**config.mk**
```make
export PLATFORM = sky130hd
export DESIGN_NAME = sd_sched
export DESIGN_NICKNAME = d
export VERILOG_FILES = /design/src/rtl/sd_pkg.sv /design/src/rtl/sd_core.sv /design/src/rtl/sd_sched.sv
export SDC_FILE = /design/constraint.sdc
export NUM_CORES = 1
export LEC_CHECK = 0
export CORE_MARGIN = 5
export CORE_UTILIZATION = 40
export CTS_CLUSTER_SIZE = 28
export DETAILED_ROUTE_END_ITERATION = 12
export GPL_TIMING_DRIVEN = 1
export PLACE_DENSITY = 0.76
export SYNTH_ARGS = -nofsm -noshare
export SYNTH_HDL_FRONTEND = slang
export SYNTH_SLANG_ARGS = --single-unit
```
**constraint.sdc**
```tcl
create_clock -name clock -period 2 [get_ports clock]
set_input_delay 0.4 -clock clock [delete_from_list [all_inputs] [get_ports clock]]
set_output_delay 0.4 -clock clock [all_outputs]
set_load 0.1 [all_outputs]
```
**src/rtl/sd_pkg.sv**
```systemverilog
// Shared definitions for the word scheduler and its "1011" detector core.
package sd_pkg;
   localparam int NREQ_DEF   = 4;
   localparam int WORD_W_DEF = 8;
   localparam int CNT_W_DEF  = 4;

   localparam logic [3:0] PATTERN = 4'b1011;

   typedef enum logic [2:0] {
      ST_IDLE   = 3'd0,
      ST_LOAD   = 3'd1,
      ST_SHIFT  = 3'd2,
      ST_DRAIN  = 3'd3,
      ST_REPORT = 3'd4
   } sched_state_t;

   // Detector states are named by the longest matched prefix of the pattern.
   typedef enum logic [2:0] {
      DET_S0 = 3'd0,
      DET_S1 = 3'd1,
      DET_S10 = 3'd2,
      DET_S101 = 3'd3,
      DET_S1011 = 3'd4
   } det_state_t;
endpackage

```
**src/rtl/sd_core.sv**
```systemverilog
// Moore overlapping "1011" detector; advances on en, returns to the empty
// prefix on clr (clr wins over en).
module sd_core
   import sd_pkg::*;
(
   input  logic clock,
   input  logic reset_n,
   input  logic clr,
   input  logic en,
   input  logic bit_in,
   output logic hit
);

   det_state_t state_r;
   det_state_t state_nxt_s;
   logic       hit_r;

   // Next detector state from the current prefix and the incoming bit.
   always_comb begin
      state_nxt_s = state_r;
      if (clr) begin
         state_nxt_s = DET_S0;
      end else if (en) begin
         case (state_r)
            DET_S0:    state_nxt_s = bit_in ? DET_S1    : DET_S0;
            DET_S1:    state_nxt_s = bit_in ? DET_S1    : DET_S10;
            DET_S10:   state_nxt_s = bit_in ? DET_S101  : DET_S0;
            DET_S101:  state_nxt_s = bit_in ? DET_S1011 : DET_S10;
            DET_S1011: state_nxt_s = bit_in ? DET_S1    : DET_S10;
            default:   state_nxt_s = DET_S0;
         endcase
      end else begin
         state_nxt_s = state_r;
      end
   end

   // State register; hit is the registered decode of the full-match state.
   always_ff @(posedge clock or negedge reset_n) begin
      if (!reset_n) begin
         state_r <= DET_S0;
         hit_r   <= 1'b0;
      end else begin
         state_r <= state_nxt_s;
         hit_r   <= (state_nxt_s == DET_S1011);
      end
   end

   assign hit = hit_r;

endmodule

```
**src/rtl/sd_sched.sv**
```systemverilog
// Round-robin scheduler: latches one requester's word, streams it MSB first
// through the detector core and reports the number of "1011" matches.
module sd_sched
   import sd_pkg::*;
#(
   parameter int NREQ   = NREQ_DEF,
   parameter int WORD_W = WORD_W_DEF,
   parameter int CNT_W  = CNT_W_DEF
) (
   input  logic                     clock,
   input  logic                     reset_n,
   input  logic [NREQ-1:0]          req,
   input  logic [NREQ*WORD_W-1:0]   data,
   output logic [NREQ-1:0]          grant,
   output logic                     busy,
   output logic                     done,
   output logic [$clog2(NREQ)-1:0]  done_id,
   output logic [CNT_W-1:0]         match_cnt
);

   localparam int ID_W = $clog2(NREQ);
   localparam int BC_W = $clog2(WORD_W);
   localparam logic [BC_W-1:0]  LAST_BIT = BC_W'(WORD_W - 1);
   localparam logic [CNT_W-1:0] CNT_MAX  = {CNT_W{1'b1}};

   sched_state_t      state_r;
   sched_state_t      state_nxt_s;
   logic [NREQ-1:0]   grant_r;
   logic              busy_r;
   logic              done_r;
   logic [ID_W-1:0]   done_id_r;
   logic [CNT_W-1:0]  match_cnt_r;
   logic [ID_W-1:0]   last_id_r;
   logic [WORD_W-1:0] shift_r;
   logic [BC_W-1:0]   bit_cnt_r;
   logic [CNT_W-1:0]  cnt_r;
   logic [CNT_W-1:0]  cnt_nxt_s;
   logic              fed_r;
   logic              win_found_s;
   logic [ID_W-1:0]   win_id_s;
   logic              core_clr_s;
   logic              core_en_s;
   logic              core_hit_s;

   sd_core u_core (
      .clock   (clock),
      .reset_n (reset_n),
      .clr     (core_clr_s),
      .en      (core_en_s),
      .bit_in  (shift_r[WORD_W-1]),
      .hit     (core_hit_s)
   );

   // Round-robin search starting just after the last granted requester.
   always_comb begin
      logic [ID_W-1:0] cand;
      cand        = {ID_W{1'b0}};
      win_found_s = 1'b0;
      win_id_s    = {ID_W{1'b0}};
      for (int k = 1; k <= NREQ; k++) begin
         cand = ID_W'((int'(last_id_r) + k) % NREQ);
         if (!win_found_s && req[cand]) begin
            win_found_s = 1'b1;
            win_id_s    = cand;
         end else begin
            win_found_s = win_found_s;
         end
      end
   end

   // Scheduler next state and detector control.
   always_comb begin
      state_nxt_s = state_r;
      core_clr_s  = 1'b0;
      core_en_s   = 1'b0;
      case (state_r)
         ST_IDLE: begin
            if (win_found_s) state_nxt_s = ST_LOAD;
            else             state_nxt_s = ST_IDLE;
         end
         ST_LOAD: begin
            core_clr_s  = 1'b1;
            state_nxt_s = ST_SHIFT;
         end
         ST_SHIFT: begin
            core_en_s = 1'b1;
            if (bit_cnt_r == LAST_BIT) state_nxt_s = ST_DRAIN;
            else                       state_nxt_s = ST_SHIFT;
         end
         ST_DRAIN:  state_nxt_s = ST_REPORT;
         ST_REPORT: begin
            if (win_found_s) state_nxt_s = ST_LOAD;
            else             state_nxt_s = ST_IDLE;
         end
         default: state_nxt_s = ST_IDLE;
      endcase
   end

   // A hit only counts when the cycle before actually fed a bit.
   always_comb begin
      if (core_hit_s && fed_r && (cnt_r != CNT_MAX)) begin
         cnt_nxt_s = cnt_r + {{(CNT_W-1){1'b0}}, 1'b1};
      end else begin
         cnt_nxt_s = cnt_r;
      end
   end

   // Datapath and registered outputs.
   always_ff @(posedge clock or negedge reset_n) begin
      if (!reset_n) begin
         state_r     <= ST_IDLE;
         grant_r     <= {NREQ{1'b0}};
         busy_r      <= 1'b0;
         done_r      <= 1'b0;
         done_id_r   <= {ID_W{1'b0}};
         match_cnt_r <= {CNT_W{1'b0}};
         last_id_r   <= ID_W'(NREQ - 1);
         shift_r     <= {WORD_W{1'b0}};
         bit_cnt_r   <= {BC_W{1'b0}};
         cnt_r       <= {CNT_W{1'b0}};
         fed_r       <= 1'b0;
      end else begin
         state_r <= state_nxt_s;
         busy_r  <= (state_nxt_s != ST_IDLE);
         done_r  <= (state_r == ST_DRAIN);
         fed_r   <= core_en_s;
         if (state_nxt_s == ST_LOAD) begin
            grant_r   <= {{(NREQ-1){1'b0}}, 1'b1} << win_id_s;
            last_id_r <= win_id_s;
         end else begin
            grant_r   <= {NREQ{1'b0}};
         end
         case (state_r)
            ST_LOAD: begin
               shift_r   <= data[int'(last_id_r)*WORD_W +: WORD_W];
               bit_cnt_r <= {BC_W{1'b0}};
               cnt_r     <= {CNT_W{1'b0}};
            end
            ST_SHIFT: begin
               shift_r   <= {shift_r[WORD_W-2:0], 1'b0};
               bit_cnt_r <= bit_cnt_r + {{(BC_W-1){1'b0}}, 1'b1};
               cnt_r     <= cnt_nxt_s;
            end
            ST_DRAIN: begin
               cnt_r       <= cnt_nxt_s;
               match_cnt_r <= cnt_nxt_s;
               done_id_r   <= last_id_r;
            end
            default: begin
               cnt_r <= cnt_r;
            end
         endcase
      end
   end

   assign grant     = grant_r;
   assign busy      = busy_r;
   assign done      = done_r;
   assign done_id   = done_id_r;
   assign match_cnt = match_cnt_r;

endmodule

```
Word-level counts from Yosys, hierarchy flattened
Cells that the tools add are included.
- $add $sub $neg: 6
- $lt $le $gt $ge: 4
- equal/unequal tests: 12
- shift-type cells: 2
- muxes and demuxes: 33
- reductions and logical operators: 16
- operator list (cell ; count):
    $shiftx 32x6->8 ; 1
    $pmux 3 s4 ; 2
    $pmux 8 s2 ; 1
    $mux 1 ; 13
    $eq 3x2->1 const B ; 4
    $eq 3x3->1 const B ; 4
    $lt 2x3->1 const B ; 4
    $mux 2 ; 6
    $eq 3x1->1 const B ; 3
    $mux 3 ; 3
    $bmux 1 s2 ; 4
    $mux 4 ; 2
    $pmux 4 s2 ; 1
    $logic_not 3->1 ; 2
    $pmux 3 s2 ; 1
    $reduce_or 2->1 ; 3
    $logic_and 1x1->1 ; 5
    $add 2x1->2 const B ; 2
    $add 2x2->2 const B ; 2
    $add 4x1->4 const B ; 1
    $ne 4x4->1 const B ; 1
    $reduce_bool 2->1 ; 2
    $shl 1x2->4 const A ; 1
    $add 3x1->3 const B ; 1
    2 further kinds ; 4
- register bits after elaboration: 37
- word-level logic and storage cells: 86

Longest topological paths before layout
- word-level depth: 17
- depth in mapped cells: 7
- mapped depth without buffers: 6

By module
Synthesis repeated with hierarchy kept, for this count alone.
- cells, all modules: 216
- area, all modules: 2230.9 µm²
- by module, submodules not included (module ; times used ; cells each ; area an instance (µm²)):
    sd_sched ; 1 ; 192 ; 1994.4
    sd_core ; 1 ; 24 ; 236.5

Worst setup path before layout
Ideal clock, no wire load.
- kind: register to register
- start point: register cnt_r[0]
- end point: register cnt_r[0]
- setup time: 0.121 ns
- arrival: 1.564 ns
- setup slack: 0.315 ns
- stages on the path, launching flop included: 5
- cell sequence: dfrtp_1 > ha_1 > a31oi_1 > mux2_2 > a22o_1
- cells in the longest elaborated chain, start to end: 4
- elaborated cells between the ends (all ways): 5
- classes of those cells: 1 x add/sub; 1 x eq/ne; 2 x mux; 1 x reduce/logical
- RTL lines (what ; line ; RTL):
    start, declared ; sd_sched.sv:36 ; logic [CNT_W-1:0] cnt_r;
    start signal, assigned ; sd_sched.sv:120 ; cnt_r <= {CNT_W{1'b0}};
    start signal, assigned ; sd_sched.sv:137 ; cnt_r <= {CNT_W{1'b0}};
    start signal, assigned ; sd_sched.sv:142 ; cnt_r <= cnt_nxt_s;
    parallel branches: the longest is 2 deep, another holds $add 4x1->4 ; - ;
    $mux 4 * ; sd_sched.sv:101 ; if (core_hit_s && fed_r && (cnt_r != CNT_MAX)) begin
    $pmux 4 s2 * ; sd_sched.sv:133 ; case (state_r)
Every way passes the cells marked *.
A chain may end at the register's enable or synchronous reset.

Final worst setup path
- start point: register last_id_r[0]
- end point: register grant_r[3], in the netlist grant[3]
- cells in the longest elaborated chain, start to end: 17
- elaborated cells between the ends (all ways): 31
- classes of those cells: 4 x add/sub; 1 x eq/ne; 1 x shift; 19 x mux; 6 x reduce/logical
- RTL lines (what ; line ; RTL):
    start, declared ; sd_sched.sv:33 ; logic [ID_W-1:0] last_id_r;
    start signal, assigned ; sd_sched.sv:117 ; last_id_r <= ID_W'(NREQ - 1);
    start signal, assigned ; sd_sched.sv:129 ; last_id_r <= win_id_s;
    $add 2x1->2 ; sd_sched.sv:61 ; cand = ID_W'((int'(last_id_r) + k) % NREQ);
    $bmux 1 s2 ; sd_sched.sv:62 ; if (!win_found_s && req[cand]) begin
    $mux 1 (implied by the code) ; sd_sched.sv:62 ;
    $mux 1 ; sd_sched.sv:62 ;
    $logic_not 1->1 ; sd_sched.sv:62 ;
    $logic_and 1x1->1 ; sd_sched.sv:62 ;
    $mux 1 ; sd_sched.sv:62 ;
    $logic_not 1->1 ; sd_sched.sv:62 ;
    $logic_and 1x1->1 ; sd_sched.sv:62 ;
    $mux 1 ; sd_sched.sv:62 ;
    $logic_not 1->1 ; sd_sched.sv:62 ;
    $logic_and 1x1->1 ; sd_sched.sv:62 ;
    $mux 1 ; sd_sched.sv:62 ;
    $mux 1 ; sd_sched.sv:78, sd_sched.sv:92 ;
    $pmux 3 s4 ; sd_sched.sv:76 ; case (state_r)
    $eq 3x1->1 ; sd_sched.sv:127 ; if (state_nxt_s == ST_LOAD) begin
    $mux 4 * ; sd_sched.sv:127 ;
    end signal, assigned ; sd_sched.sv:112 ; grant_r <= {NREQ{1'b0}};
    end signal, assigned ; sd_sched.sv:128 ; grant_r <= {{(NREQ-1){1'b0}}, 1'b1} << win_id_s;
    end signal, assigned ; sd_sched.sv:131 ; grant_r <= {NREQ{1'b0}};
    end, declared ; sd_sched.sv:28 ; logic [NREQ-1:0] grant_r;
Mark *: on every way between the ends. The rest lies on a longest branch, timed or not. The select of a mux whose other input is x is not followed.

==> reports/metrics.cfg <==
[timing]
fmax_mhz=581.0
setup_violations=0
fin_crit_ns=1.721
rsz0062_at_grt=no
period_share=0.8605
finalHoldViolations=0
timing.slew.headroom=0.6350
final_max_slew_viol_count=0
tightest_slew_ns=0.5433
setup_tns_ns=0
fin_ws_ns=0.2789
finalClockSkew_ns=0.006475

[floorplan]
start_util=0.4054
die_h_um=78.73
row_count=25
die_w_um=78.73
core-area_um2=4661
pin_count=50
die-area_um2=6198

[cts]
clock-sinks=37
htreeDepth=2
insertion_delay_ns=0.29
cts.clk_slew.worst_paths_ns=0.08
cts-root-buf=clkbuf_8
cts_hold_buf=0
cts_setup_buffers=0
numCtsBuffers=5
cts_tree=built
clock_path_buffers=2
post_cts_resize_count=0

[global_route]
antenna_found_initial=0
grt_pass1_wl_um=7010
gr-total-overflow=0
grt_max_degree=38
grt_usage=0.1444
grt_pass1_vias=1570

[finish]
area_growth_pct=33.91
final_nets=275
register_area_um2=928.4
drive_above_1_share=0.1915
post-route-util=0.5428
multiInputGateArea_um2=883.3
final_common_cell=clkdlybuf4s50_1
most-common-layout-cells=clkdlybuf4s50_1, dfrtp_1, nor2_1
n_antenna_cell=0
fillers=406

[synthesis]
synth_top_family_by_area=simple AND/OR/NAND/NOR gates
synth_nets=220
ys_types=45
synth_edf_count=0
synth-adder-area-share=0.01987
async_reset_ff_frac=1.000
syn_inst=179
yosys.area_share.simple=0.1854
syn-cell-area_um2=1889
synth_area_per_cell_um2=10.55
ys_seq_area_frac=0.4914
ys_warn_count=0
synth_compound_area_frac=0.1358
ys.flop_type=dfrtp_1
synth_xor_area_frac=0.009272
ys_ff_latch=37
yosys-mux-area-fraction=0.1172
synth_top_area_cell=dfrtp_1
ys_top_cells_by_area=dfrtp_1, mux4_2, nor2_1, nand2_1, dfstp_2
synth_top_area_share=0.4636

[pwr]
p_comb_frac=0.496
power.internal_mw=2.119
power.density_nw_per_um2=1526
seqPwrFrac=0.337
ir_worst_vdd_uv=751.8
finalPower_mw=3.862
clkPwrFrac=0.167
switchingPower_mw=1.743
power.leakage_nw=1.097
p_sw_frac=0.4514

[job]
maxCapViolations=0

[setup_path]
path_class=reg -> reg
critPathRequiredTime_ns=2.19
r2r_start=last_id_r[0]
end_kind=flip-flop
crit_path_start_kind=flip-flop
critical_path_peak_fanout=12
cp_cell_sequence=inv_1 > a221oi_1 > o32ai_1 > nor2b_1
critPathLaunch=last_id_r[0]
slowest_delay_ns=0.75
worst_ep_arrival_time_ns=1.91
critPathSlowestCell=dfstp_2

[route]
firstDrtPassIters=4
ant_nets=0
wl_um=4113
routedWlPerCell_um=14.23
vias_per_cell=5.381
drc=0
drt_iter0_markers=84
num_vias=1555

[run_status]
status=completed

[placement]
dp_hpwl_um=3125
place.port_buffers=49
dp_slack_ns=0.1156
gp_congestion=0.8053

[hold_path]
hp-class=in -> async

final timing paths:
kind | to | slack (ns) | cells after the start
max | grant[3] | 0.28 | 4
min | u_core.state_r[0] | 0.15 | 2
max reg2reg | grant[3] | 0.28 | 4
min reg2reg | match_cnt[2] | 0.48 | 2
max in group asynchronous | last_id_r[0] | 1.51 | 2
min in group clock | match_cnt[2] | 0.48 | 2
cells in the mapped netlist (all sizes together), types with 2 or more instances:
library cell and instances:
clkbuf 3, a21oi 6, dfstp 2, nand2b 5, nor3b 2, dfrtp 35
a311oi 2, nor2 27, buf 3, nor2b 3, nand3b 6, nand3 4
a221oi 2, or3b 2, o21ai 16, a22o 3, a211o 2, o211ai 2
inv 9, mux4 8, or2 2, ha 3, mux2i 3, nand2 15
cell type report:
cell class,count,share of cell area
Multi-Input combinational cell,126,0.3492
Timing Repair Buffer,54,0.1949
Clock buffer,5,0.02720
Inverter,10,0.01682
Clock inverter,3,0.01830
Sequential cell,37,0.3670
Tap cell,54,0.02671
critical path: cells and delay by family, from the launching register on:
kind / cells / cell delay [ns]
and+or+nand+nor: 1 / 0.17
DFF: 1 / 0.75
buffers and inverters: 1 / 0.14
AOI/OAI and AO/OA: 2 / 0.56
cells by family (layout without fill, tap and decap cells):
kind of cell	Yosys count	after routing
adder cells (fa/ha/maj)	3	3
AND/OR/NAND/NOR	70	70
XOR/XNOR	2	2
flip-flops	37	37
AO/OA/AOI/OAI	39	39
buffers and inverters	16	72
multiplexers	12	12
registers in the layout, indices dropped and copies added, names as in the netlist:
| signal | cells |
|---|---|
| cnt_r | 4 |
| u_core.state_r | 3 |
| shift_r | 8 |
| busy | 1 |
| match_cnt | 4 |
| done | 1 |
| bit_cnt_r | 3 |
| fed_r | 1 |
| u_core.hit | 1 |
| state_r | 3 |
| grant | 4 |
| last_id_r | 2 |
| done_id | 2 |
metal layers:
metal | GRT usage | share of wire | vias to the layer above
li1 | - | - | 755
met1 | 0.1761 | 0.42 | 749
met2 | 0.2521 | 0.51 | 46
met3 | 0.04082 | 0.062 | 5
met4 | 0.03497 | 0.0088 | 0
met5 | 0 | 0 | -
stage by stage:
| step | hold slack [ns] | area (µm²) | instances |
|---|---|---|---|
| floorplan | 0.1044 | 1889 | 179 |
| global placement | 0.4627 | 2415 | 281 |
| detailed placement | 0.4677 | 2415 | 281 |
| CTS | 0.1638 | 2530 | 289 |
| global route | 0.1864 | 2530 | 289 |
| finish | 0.1477 | 2530 | 289 |
power groups by stage:
stage	sequential [mW]	combinational, mW	clock (mW)
finish	1.30	1.92	0.644
global route	1.35	2.08	0.698
detailed placement	1.32	1.92	0
floorplan	1.72	1.04	0
CTS	1.31	1.94	0.656
global placement	1.30	1.88	0
Power figures use the tool's default switching activity.
